**config.mk**
```make
export PLATFORM = sky130hd
export DESIGN_NAME = klein_dec_ctrl
export DESIGN_NICKNAME = d
export VERILOG_FILES = /design/src/rtl/klein_dec_ctrl.sv
export SDC_FILE = /design/constraint.sdc
export NUM_CORES = 1
export LEC_CHECK = 0
export ABC_CLOCK_PERIOD_IN_PS = 1800
export CORE_MARGIN = 2
export CORE_UTILIZATION = 25
export DETAILED_ROUTE_END_ITERATION = 12
export GPL_TIMING_DRIVEN = 0
export PLACE_DENSITY_LB_ADDON = 0.08
export SYNTH_ARGS = -nofsm -noshare
export SYNTH_HDL_FRONTEND = slang
export SYNTH_SLANG_ARGS = --single-unit
export TNS_END_PERCENT = 1
```
**constraint.sdc**
```tcl
create_clock -name clk -period 1.8 [get_ports clk]
set_input_delay 0.36 -clock clk [delete_from_list [all_inputs] [get_ports clk]]
set_output_delay 0.36 -clock clk [all_outputs]
set_load 0.02 [all_outputs]
```
**src/rtl/klein_dec_ctrl.sv**
```systemverilog
// klein_dec_ctrl
// Sequencer for iterative KLEIN-64 block decryption. Holds the 64-bit cipher
// state and drives one external combinational inverse-round datapath
// (inverse MixNibbles, inverse RotateNibbles, inverse SubNibbles, key XOR).
// Round keys are fetched from an external key store in reverse order
// (NR+1 down to 1). Key NR+1 is used for the initial whitening XOR.
//
// Optional feature: define KLEIN_DEC_ABORT_EN to add the abort input.
//
// Ports:
//   clk, rst_n            clock (rising edge), synchronous active-low reset
//   in_valid/in_ready     ciphertext handshake, cipher = ciphertext block
//   key_rd/key_addr       key-store read strobe and index (0 when idle)
//   key_data              key-store data, valid the cycle after key_rd
//   rnd_state/rnd_key     datapath inputs (state register, key_data)
//   rnd_text              datapath result
//   out_valid/out_ready   plaintext handshake, text = plaintext block
//   busy                  high whenever the controller is not IDLE
//   abort                 (KLEIN_DEC_ABORT_EN only) drop the block in flight
module klein_dec_ctrl #(
    parameter int NR = 12,
    parameter int AW = 4
) (
    input  logic          clk,
    input  logic          rst_n,
    input  logic          in_valid,
    output logic          in_ready,
    input  logic [63:0]   cipher,
    output logic          key_rd,
    output logic [AW-1:0] key_addr,
    input  logic [63:0]   key_data,
    output logic [63:0]   rnd_state,
    output logic [63:0]   rnd_key,
    input  logic [63:0]   rnd_text,
    output logic          out_valid,
    input  logic          out_ready,
`ifdef KLEIN_DEC_ABORT_EN
    input  logic          abort,
`endif
    output logic [63:0]   text,
    output logic          busy
);

    typedef enum logic [1:0] {
        IDLE   = 2'd0,
        WHITEN = 2'd1,
        ROUND  = 2'd2,
        DONE   = 2'd3
    } state_t;

    localparam logic [AW-1:0] KEY_LAST = AW'(NR + 1);
    localparam logic [AW-1:0] KEY_NR   = AW'(NR);
    localparam logic [AW-1:0] ONE      = AW'(1);

    state_t        state_q, state_d;
    logic [AW-1:0] rcnt_q, rcnt_d;
    logic [63:0]   sreg_q, sreg_d;
    logic [63:0]   cipher_q, cipher_d;
    logic [63:0]   text_q, text_d;
    logic          out_valid_q, out_valid_d;
    logic          abort_w;
    logic          accept;

`ifdef KLEIN_DEC_ABORT_EN
    assign abort_w = abort;
`else
    assign abort_w = 1'b0;
`endif

    // Abort only blocks the retire-and-accept path out of DONE; an abort
    // seen in IDLE is ignored, so a concurrent accept there still happens.
    assign in_ready = (state_q == IDLE) ||
                      ((state_q == DONE) && out_ready && !abort_w);
    assign accept   = in_valid && in_ready;

    always_comb begin
        state_d     = state_q;
        rcnt_d      = rcnt_q;
        sreg_d      = sreg_q;
        cipher_d    = cipher_q;
        text_d      = text_q;
        out_valid_d = out_valid_q;
        key_rd      = 1'b0;
        key_addr    = '0;

        unique case (state_q)
            IDLE: begin
                if (accept) begin
                    cipher_d = cipher;
                    key_rd   = 1'b1;
                    key_addr = KEY_LAST;
                    state_d  = WHITEN;
                end
            end
            WHITEN: begin
                sreg_d   = cipher_q ^ key_data;
                key_rd   = 1'b1;
                key_addr = KEY_NR;
                rcnt_d   = KEY_NR;
                state_d  = ROUND;
            end
            ROUND: begin
                // key_data currently holds key index rcnt_q
                sreg_d = rnd_text;
                if (rcnt_q > ONE) begin
                    key_rd   = 1'b1;
                    key_addr = rcnt_q - ONE;
                    rcnt_d   = rcnt_q - ONE;
                end else begin
                    text_d      = rnd_text;
                    out_valid_d = 1'b1;
                    state_d     = DONE;
                end
            end
            DONE: begin
                if (out_ready) begin
                    out_valid_d = 1'b0;
                    if (accept) begin
                        // retire and start the next block in one cycle
                        cipher_d = cipher;
                        key_rd   = 1'b1;
                        key_addr = KEY_LAST;
                        state_d  = WHITEN;
                    end else begin
                        state_d = IDLE;
                    end
                end
            end
            default: state_d = IDLE;
        endcase

        if (abort_w && (state_q != IDLE)) begin
            state_d     = IDLE;
            out_valid_d = 1'b0;
            rcnt_d      = '0;
            key_rd      = 1'b0;
            key_addr    = '0;
        end
    end

    always_ff @(posedge clk) begin
        if (!rst_n) begin
            state_q     <= IDLE;
            rcnt_q      <= '0;
            sreg_q      <= '0;
            cipher_q    <= '0;
            text_q      <= '0;
            out_valid_q <= 1'b0;
        end else begin
            state_q     <= state_d;
            rcnt_q      <= rcnt_d;
            sreg_q      <= sreg_d;
            cipher_q    <= cipher_d;
            text_q      <= text_d;
            out_valid_q <= out_valid_d;
        end
    end

    assign rnd_state = sreg_q;
    assign rnd_key   = key_data;
    assign text      = text_q;
    assign out_valid = out_valid_q;
    assign busy      = (state_q != IDLE);

endmodule

```
Yosys cells after proc, flatten, opt, wreduce, memory -nomap -nowiden --
Index checks and enable logic that the tools add are counted.
Word-level totals: bits in registers 199, latch bits 0, memory bits (writable) 0, memory bits (read-only) 0, bits of input ports 196, output and inout bits 200, word-level logic and storage cells 52, memories 0
Operators by class: add/sub/neg operators 1, $mul 0, div/mod/pow operators 0, $lt $le $gt $ge 1, equal/unequal tests 7, shift operators 0, muxes and demuxes 22, bitwise operators 2, reductions and logical operators 13
Operators with widths (count):
- 64-bit case mux with 2 select lines | 2
- 64-bit 2-to-1 mux | 2
- 64-bit bitwise XOR | 1
- 4-bit 2-to-1 mux | 4
- 4-bit case mux with 4 select lines | 1
- 2-bit inequality test, second input constant | 4
- 2-bit case mux with 4 select lines | 1
- 4-bit case mux with 2 select lines | 1
- 2-bit nonzero test | 4
- 1-bit 2-to-1 mux | 6
- 2-bit 2-to-1 mux | 3
- 2-bit AND reduction | 3
- 3-bit AND reduction | 2
- 2-bit equality test, second input constant | 2
- 4-bit by 1-bit > comparator with 1-bit output, second input constant | 1
- 1-bit case mux with 4 select lines | 1
- 4-bit by 1-bit subtractor with 4-bit output, second input constant | 1
- 2-bit by 1-bit equality test with 1-bit output, second input constant | 1
- 1-bit logical AND | 2
- 2-bit logical NOT | 1
- 1-bit case mux with 2 select lines | 1
- 1-bit logical OR | 1
- 1-bit inverter | 1

Longest topological paths before layout --
Gate-level depths: netlist (run 1).
depth after elaboration 7, depth in mapped cells 8, gate-level depth less buffers 6

Worst setup path before layout (run 1) --
Ideal clock, no wire load.
kind reg-to-output, from register rcnt_q[0], to output key_addr[2], arrival 1.745 ns, data required time 1.440 ns, path slack -0.305 ns, cell stages (with the launch flop) 7, buffers on the path 0, cells stage by stage dfxtp_1 > inv_1 > ha_1 > nor2_1 > o31a_1 > a21oi_1 > o21ai_0
Between the ends: cells in the longest elaborated chain, start to end 3, elaborated cells on any way between the ends 4, classes of those cells 1 x add/sub; 1 x order compare; 2 x mux
RTL lines:
- start, declared | line 56 | logic [AW-1:0] rcnt_q, rcnt_d;
- start signal, assigned | line 151 | rcnt_q <= rcnt_d;
- 4-bit by 1-bit subtractor with 4-bit output or 4-bit by 1-bit > comparator with 1-bit output (tied branches) | line 107, 105
- 4-bit 2-to-1 mux * | line 105 | if (rcnt_q > ONE) begin
- 4-bit case mux with 4 select lines * | line 86 | unique case (state_q)
- end, declared | line 30 | output logic [AW-1:0] key_addr,
Mark *: on every way between the ends. The rest lies on a longest branch, timed or not.

Worst setup path in the final report (run 1) --
from register state_q[0], to output key_addr[3]
Between the ends: cells in the longest elaborated chain, start to end 7, elaborated cells on any way between the ends 10, classes of those cells 3 x eq/ne; 3 x mux; 4 x reduce/logical
RTL lines:
- start, declared | line 55 | state_t state_q, state_d;
- start signal, assigned | line 150 | state_q <= state_d;
- 2-bit equality test | line 73, 86
- 1-bit logical AND | line 73 | ((state_q == DONE) && out_ready && !abort_w);
- 1-bit logical OR | line 72 | assign in_ready = (state_q == IDLE) ||
- 1-bit logical AND | line 74 | assign accept = in_valid && in_ready;
- 4-bit 2-to-1 mux | line 88, 118
- 4-bit 2-to-1 mux | line 116 | if (out_ready) begin
- 4-bit case mux with 4 select lines * | line 86
Marks and branches as above.

==> metrics list, run 1 <==
- The run finished, with violations left.
- The final reports fail on setup timing.
* Data required, critical path: around 1.4 ns
- Part of the Yosys area used for sequential elements: 45.04%
* Proportion of layout cells with a drive suffix above 1: 17.35%
- Entering global routing, the biggest net connects 19 pins.
* Minimum clock period: ~2.2 ns
- Setup violations remaining at the end of the flow were counted as 126.
- Sequential power share: 30.6%
- Initial Util: 25.48%
- Final cell utilization of the core: approximately two fifths
- Simple-gate share of the synthesized area: 21.03%
- TritonCTS built the clock tree.
* Clock latency on the worst-skew pair: 0.45 ns
- Wire length of the first global-routing pass: ~52000 um
- Distinct cells, synth: 33
* Flop-to-flop setup slack: -0.10 ns
- For the worst setup path, the data arrival time is 1.85 ns.
* Area added between synthesis and finish: 61.03%
- For this design the ratio of total power to cell area is 1499 mW/mm2.
- The synthesized netlist devotes 15.98% of its cell area to compound gates.
- DR iter-0 viols: ~350
- Crit. End Element: primary output
* Total clock buffers created by CTS: 17
* Pins over their slew limit: 0
* Share of total power in combinational logic: a little over 50%
- In this run the number of H-tree levels came out at 4.
* Total half-perimeter wirelength after legalization and detailed placement: 26250 um
- At the end of the flow, the number of nets in the layout was 1752.
- Critical path, cell by cell: inv_4 > ha_4 > buf_6 > clkbuf_8 > a311oi_2 > o21ai_2 > buf_6
- The die covers 0.03690 mm2.
- For the worst flop-to-flop path, the logic depth is 9.
- The share of synthesized area in the top cell type comes to 45.04%.
- Delay of the slowest cell on the worst path: 0.38 ns
- The congestion estimate from routability-driven global placement came to approximately 0.79.
- Number of hold buffers added after CTS: 0
- The routed design has 34740 um of wire.
* Post-route worst setup slack: -0.4103 ns
- Summed over all instances, the cell type with the most area after synthesis is dfxtp_1.
- Number of top-level pins: roughly 400
* X dimension of the die: ~190 um
- Global routing used between 10% and 20% of the available tracks.
- Number of remaining DRC errors: 0
- Class of the tightest hold or removal check: primary input to flip-flop
- Overflow left after global routing: 0
- Number of synthesized register bits: about 200
- For the pin with the worst max-slew slack, the measured transition is approximately 0.65 ns.
- Net switching is 41.32% of the power.
- CTS root buf: clkbuf_16
- Of the total synthesized cell area, the portion taken by full adders, half adders and majority gates is 0.9901%.
* Antenna violation net count after detailed routing: 0
- The startpoint identified for the worst register-to-register timing path is state_q[0].
- Clock transition at the registers of the reported paths: about 0.080 ns
* Worst VDD drop: 0.0007109 V
- Cell Area, Synth: 0.008846 mm2
- Static leakage power: around 0.0063 uW
- Cell internal power was estimated by the tool at 12530 uW.
* Row count: 68
- Hold-critical path depth: 3
- The share of total power dissipated in the clock network is about a fifth.
* Timing-limited maximum frequency: 0.4524 GHz
* Maximum clock skew at final layout: approximately 0.0086 ns
- The final count of hold timing violations was 0.
* Critical path startpoint category: flip-flop
- Startpoint of the lowest-slack hold path: cipher[21]
- Number of buffers on the longest clock path: 2
- Worst slew margin relative to its limit: 56.60%
- Post-synthesis share of cell area spent on xor and xnor gates: under 10%
- Final routed wire length divided by cell count: approximately 17 um
- Via count: roughly 9000
- The region available for standard cell placement spans 0.03471 mm2.
- Max-Cap Viols: 0
* Chip Height: slightly below 200 um
* Unrepaired setup endpoints after global routing: yes
- The slowest stage of the critical path belongs to the cell dfxtp_4.
* Synthesized instance count: 1120
* Total iterations of the first detailed-routing run: 5
- The number of nets handed over by synthesis was around 1300.
- The clock drives 199 sinks.
- By instance count, the cell type seen most on the critical path is buf_6.
- After layout, the design draws a total of around 21000 uW.
* Hold worst-path end: cipher_q[21]
* Count of yosys warnings during synthesis: 0
- Share of cell area taken by muxes after synthesis: less than 1%
* Maximum fanout encountered on the critical timing path: 10
- The average instance in the mapped netlist occupies 7.898 um2.
- In the post-synthesis netlist, the biggest area contributors are dfxtp_1 45%, nand2_1 11%, a21oi_1 11%.
* Share of the clock period used by the worst path: 122.8%
- I/O Buffers: 394
* Worst reg2reg endpoint: cipher_q[52]
- The worst setup path is of the flip-flop to primary output kind.
* Dominant combinational cell family by area after synthesis: simple AND/OR/NAND/NOR gates
- Vias/cell: ~4.3
- Worst setup path startpoint: state_q[0]
- Number of antenna violations at the first check in global routing: 0
* Vias in the first global route: 8492
* Switching power: 8825 uW
-- synthesized netlist by cell type --
cell type	instances
a21oi_1	199
a311oi_1	1
a31oi_1	2
and2_1	1
and4b_1	1
buf_2	28
buf_4	67
buf_6	7
clkbuf_1	42
dfxtp_1	199
ha_1	7
inv_1	7
inv_2	1
mux2_2	1
mux2i_1	1
nand2_1	270
nand2b_1	2
nand3_1	4
nand3b_1	64
nor2_1	68
nor2b_1	1
nor3_1	2
nor3b_1	2
nor4b_1	1
o21ai_0	70
o31a_1	1
o31ai_1	1
o31ai_4	1
o32ai_1	1
or3_1	2
or4b_1	1
xnor2_1	64
xor2_1	1
-- worst max-delay path by stage --
stage / endpoint
floorplan: key_addr[2]
global placement: key_addr[3]
detailed placement: key_addr[3]
CTS: key_addr[3]
global route: key_addr[2]
finish: key_addr[3]
-- placed cells by master (no fill, tap or decap), drive strengths merged, types with 3 or more instances in the layout --
cell / instances
o21ai: 70
nand2: 270
clkdlybuf4s50: 210
clkinv: 6
ha: 7
inv: 11
a21oi: 199
dfxtp: 199
nand3b: 64
xnor2: 64
dlymetal6s2s: 42
dlygate4sd2: 71
buf: 194
clkinvlp: 3
clkbuf: 54
nand3: 4
nor2: 68
-- registers in the layout, indices dropped and copies added, names as in the netlist --
| register | count |
|---|---|
| rnd_state | 64 |
| rcnt_q | 4 |
| state_q | 2 |
| out_valid | 1 |
| cipher_q | 64 |
| text | 64 |
-- layer usage --
layer | GRT usage (%) | vias up | part of all wire (%) | wire length [um]
met5 | 0 | - | 0 | 0
met4 | 5.314 | 0 | 1.4 | 494
met1 | 24.10 | 4009 | 45 | 15490
met3 | 4.897 | 25 | 6.6 | 2278
li1 | - | 4491 | - | -
met2 | 30.53 | 230 | 47 | 16470
-- worst max-delay path: cells and delay by family, from the launching register on --
| family | cells | cell delay [ns] |
|---|---|---|
| AOI/OAI and AO/OA | 2 | 0.37 |
| adders and majority gates | 1 | 0.16 |
| buffers and inverters | 4 | 0.49 |
| DFF | 1 | 0.38 |
-- cell type report --
type                            instances  area [um2]
Clock inverter                         14       168.9
Multi-Input combinational cell        769        4073
Fill cell                            3655       20470
Sequential cell                       199        3998
Buffer                                143        1006
Tap cell                              455       569.3
Timing Repair Buffer                  411        3954
Clock buffer                           18       439.2
Antenna cell                            1       2.502
Inverter                                8       35.03
-- through the flow --
| step | TNS [ns] | cell area, um2 | instances | setup slack (ns) | hold slack (ns) |
|---|---|---|---|---|---|
| 5_1_grt | -20.67 | 14240 | 2017 | -0.5396 | 0.4293 |
| 3_3_place_gp | -107.44 | 13380 | 1969 | -1.108 | 0.4416 |
| 2_1_floorplan | -0.2215 | 8867 | 1120 | -0.08515 | 0.4488 |
| 4_1_cts | -12.68 | 14060 | 2016 | -0.4826 | 0.4157 |
| 6_report | -9.636 | 14240 | 2018 | -0.4103 | 0.4428 |
| 3_5_place_dp | -111.78 | 13380 | 1969 | -1.172 | 0.4478 |
-- power by group through the flow --
stage                     logic [uW]  clock network (uW)  registers, uW
after floorplan                 4650                   0           7800
final                          10800                4020           6550
after global routing           11800                4320           6730
after global placement         10800                   0           6580
after detailed placement       10800                   0           6640
after CTS                      10900                4160           6560
-- timing repair --
item / 4_1_cts / 5_1_grt
pin swaps: 7 / 1
resized for setup: 240 / 79
cloned: 0 / 0
setup endpoints to repair: 340 / 228
buffers inserted: 16 / 1
-- kinds of logic (layout without fill, tap and decap cells) --
kind of cell | Yosys count | in the layout
xor gates and xnor gates | 65 | 65
DFF | 199 | 199
adders and majority gates | 7 | 7
and+or+nand+nor | 419 | 419
AOI/OAI and AO/OA | 276 | 276
muxes | 2 | 2
buffers and inverters | 152 | 594
other | 0 | 1
No activity file was read; power rests on OpenSTA's default activity.
==> run 2, diff against run 1 <==
--- a/config.mk
+++ b/config.mk
@@ -6,6 +6,7 @@
 export NUM_CORES = 1
 export LEC_CHECK = 0
 export ABC_CLOCK_PERIOD_IN_PS = 1800
+export CAP_MARGIN = 20
 export CORE_MARGIN = 2
 export CORE_UTILIZATION = 25
 export DETAILED_ROUTE_END_ITERATION = 12
==> results of run 2 <==
Final layout, timing and power as in run 1 (identical DEF).
==> run 3, diff against run 2 <==
--- a/config.mk
+++ b/config.mk
@@ -9,6 +9,7 @@
 export CAP_MARGIN = 20
 export CORE_MARGIN = 2
 export CORE_UTILIZATION = 25
+export CTS_BUF_LIST = sky130_fd_sc_hd__clkbuf_4 sky130_fd_sc_hd__clkbuf_8
 export DETAILED_ROUTE_END_ITERATION = 12
 export GPL_TIMING_DRIVEN = 0
 export PLACE_DENSITY_LB_ADDON = 0.08
==> run 3 against run 2 <==
  * The run still ends with setup timing left
  * Sequential share of layout area up 0.82 points
  * Hold slack worse by 0.051 ns
  * Flip-flop and latch count unchanged
  * Highest routed layer unchanged
  * Via count decreased by 0.26%
  * Critical path type unchanged
  * Critical path depth fell by 1
  * Routed wire length decreased by 0.77%
  * Register-to-register slack about the same
  * Clock skew is 0.0054 ns higher
  * Non-clock buffer count is 3 lower
==> metrics list, run 3 (synthesis results as in run 1) <==
* Row count: 68 (unchanged)
* Proportion of layout cells with a drive suffix above 1: 17.25% (-0.095 points)
- The final count of hold timing violations came to 0 (unchanged).
- The final antenna-violating net count came to 0 (unchanged).
- The H-tree depth reported by CTS is 4 (unchanged).
* # placed instances: 1969 (unchanged)
- The number of global-route vias before repair is 8499 (+0.082%).
- The largest clock skew in the final design is 0.01401 ns (+0.005395 ns).
- Die Footprint: 0.03690 mm2 (unchanged)
- The count of buffers inserted at the top-level ports came to 394 (unchanged).
- The endpoint arrival time on the critical path was 1.89 ns (+0.04 ns).
- Startpoint of the lowest-slack hold path: cipher[21]
- Grt met1 use: 24.00% (-0.10 points)
* Post-layout instance count excluding filler cells: 2015 (-0.15%)
- The TritonCTS buffer count came to 17 (unchanged).
- Final routed wire length divided by cell count: 17.11 um (-0.62%)
- Critical R2R Launch: state_q[1]
- The part of the cycle the worst path needs was 125.0% (+2.2 points).
* Clock Sinks: 199 (unchanged)
- Routability congestion estimate: 0.7850 (unchanged)
- The data required time at the worst endpoint is 1.44 ns (about the same).
- The total of fill cells in the finished design was 3729 (+2.0%).
- Failing checks: setup timing
* Clock latency on the worst-skew pair: 0.50 ns (+0.05 ns)
- The clock network fraction of design power came to 15.3% (-3.5 points).
- The largest buffer count on any clock path was 2 (unchanged).
- The flow ran to the end, but the final reports show violations.
* Number of nets in the final layout: 1749 (-0.17%)
- The tightest min-delay check is of the primary input to flip-flop type.
- The overall die width is 192.1 um (unchanged).
* Maximum fanout encountered on the critical timing path: 7 (-3)
* Post-layout power: 20070 uW (-6.0%)
- Clock transition at the registers of the reported paths: 0.11 ns (+0.03 ns)
- The achievable frequency is 0.4444 GHz (-1.8%).
* Least-Margin Pin Slew: 0.6419 ns (-0.009061 ns)
- The via count came to 8732 (-0.26%).
- Pwr dens: 1450 mW/mm2 (-3.3%)
- The maximum number of pins on one net before global-route repair came to 19 (unchanged).
- The ratio of routed vias to standard cells was 4.333 (-0.11%).
- Gr usage total: 18.58% (-0.066 points)
- TritonCTS built the clock tree.
- Critical path startpoint category: flip-flop
- In the layout the commonest cells are 269 x nand2_1, 194 x a21oi_1, 194 x dfxtp_1, 194 x clkdlybuf4s50_1, 153 x buf_4.
- Global-route layer with the greatest usage: met2
- The cell internal power dissipation is 11430 uW (-8.8%).
- The part of the power in registers was 32.6% (+2.0 points).
- Wire length of the first global-routing pass: 51560 um (-0.23%)
- The area of the core came to 0.03471 mm2 (unchanged).
- Worst VDD drop: 0.0004880 V (-31%)
- The length of the first detailed-routing pass in iterations is 5 (unchanged).
* Crit. End Element: primary output
- Critical path class: flip-flop to primary output
* Worst setup path startpoint: state_q[1]
- Setup violations, final: 127 (+0.79%)
- Unrepaired setup endpoints after global routing: yes
- The least setup slack across all paths after layout was -0.4505 ns (-0.04019 ns).
- Leaving out fill and tap cells, the most frequent cell in the layout is nand2_1.
- Pins over their slew limit: 0 (unchanged)
* Number of antenna violations at the first check in global routing: 0 (unchanged)
- The effective utilization at floorplan was 25.48% (unchanged).
* Share of total power in combinational logic: 52.1% (+1.6 points)
* Final wirelength: 34470 um (-0.77%)
- Area added between synthesis and finish: 56.45%
- Sw Share: 43.08% (+1.8 points)
* Worst slew margin relative to its limit: 57.21% (+0.60 points)
* DR iter-0 viols: 314 (-11%)
- The leakage power summed over all cells is 0.005754 uW (-9.2%).
- Overflow left after global routing: 0 (unchanged)
- Chip Height: 192.1 um (unchanged)
* Worst hold-check slack: 0.3920 ns (-0.05076 ns)
- Switching power: 8647 uW (-2.0%)
- The total I/O pin count is 396 (unchanged).
- Number of remaining DRC errors: 0 (unchanged)
- The reported max-cap violation count is 0 (unchanged).
- The met2 usage came to 30.66% (+0.12 points).
* M3 GR Usage: 4.860% (-0.037 points)
- Minimum clock period: 2.250 ns (+0.04019 ns)
- Total half-perimeter wirelength after legalization and detailed placement: 26250 um (unchanged)
- CTS root buf: clkbuf_8
## run 3: changes by cell type in the layout (fill, tap and decap cells not counted), moves of 2 or more
cell             before  now
buf_2                16   13
clkbuf_8              2   19
dlygate4sd2_1        71  129
o21ai_1               3    1
clkbuf_16            17    0
o21ai_0              64   66
clkdlybuf4s50_1     210  194
dlymetal6s2s_1       42    0
## run 3: power groups by stage
| stage | registers [uW] | clock network [uW] | logic [uW] |
|---|---|---|---|
| global placement | 6580 | 0 | 10800 |
| detailed placement | 6640 | 0 | 10800 |
| floorplan | 7800 | 0 | 4650 |
| finish | 6540 | 3080 | 10500 |
| global route | 6720 | 3380 | 11500 |
| CTS | 6550 | 3220 | 10500 |
## run 3: timing repair
item / CTS / global route
endpoints found under the setup margin: 398 / 191
resized for setup: 291 / 49
pin swaps: 7 / 2
buffers inserted: 14 / 0
hold buffers: 0 / 0
## run 3: area by class of cell
type | instances | area (um2) | share of cell area (%)
inverter | 8 | 35.03 | 0.2531
multi-input combinational | 769 | 4066 | 29.38
antenna | 1 | 2.502 | 0.01808
timing repair buffer | 408 | 3735 | 26.99
sequential | 199 | 3998 | 28.89
tap | 455 | 569.3 | 4.114
clock inverter | 14 | 168.9 | 1.221
buffer | 143 | 1017 | 7.350
clock buffer | 18 | 247.7 | 1.790
## run 3: per-layer routing
metal | wire length [um] | up-vias | share of wire (%)
met4 | 421 | 0 | 1.2
li1 | - | 4481 | -
met3 | 2306 | 20 | 6.7
met1 | 15250 | 4000 | 44
met2 | 16490 | 231 | 48
met5 | 0 | - | 0
## run 3: final timing paths
check                                     to  slack, ns  depth (start not counted)
worst max-delay path             key_addr[3]      -0.45                          6
worst min-delay path            cipher_q[21]       0.39                          3
worst max register to register  cipher_q[15]      -0.11                          8
worst min register to register      text[30]       0.46                          2
## run 3: critical path: stages, from the launching register on
cell and delay (ns):
dfxtp_4 0.39, ha_2 0.21, nand3_1 0.08, o21ai_1 0.14, a311oi_2 0.33, o21ai_2 0.10
buf_6 0.14
## run 3: through the flow
stage / setup TNS, ns / setup WS (ns) / util, % / instance area [um2]
global placement: -107.44 / -1.108 / 38.55 / 13380
finish: -8.807 / -0.4505 / 39.87 / 13840
global route: -21.30 / -0.5891 / 39.86 / 13840
detailed placement: -111.78 / -1.172 / 38.55 / 13380
floorplan: -0.2215 / -0.08515 / - / 8867
CTS: -13.65 / -0.5495 / 39.61 / 13750
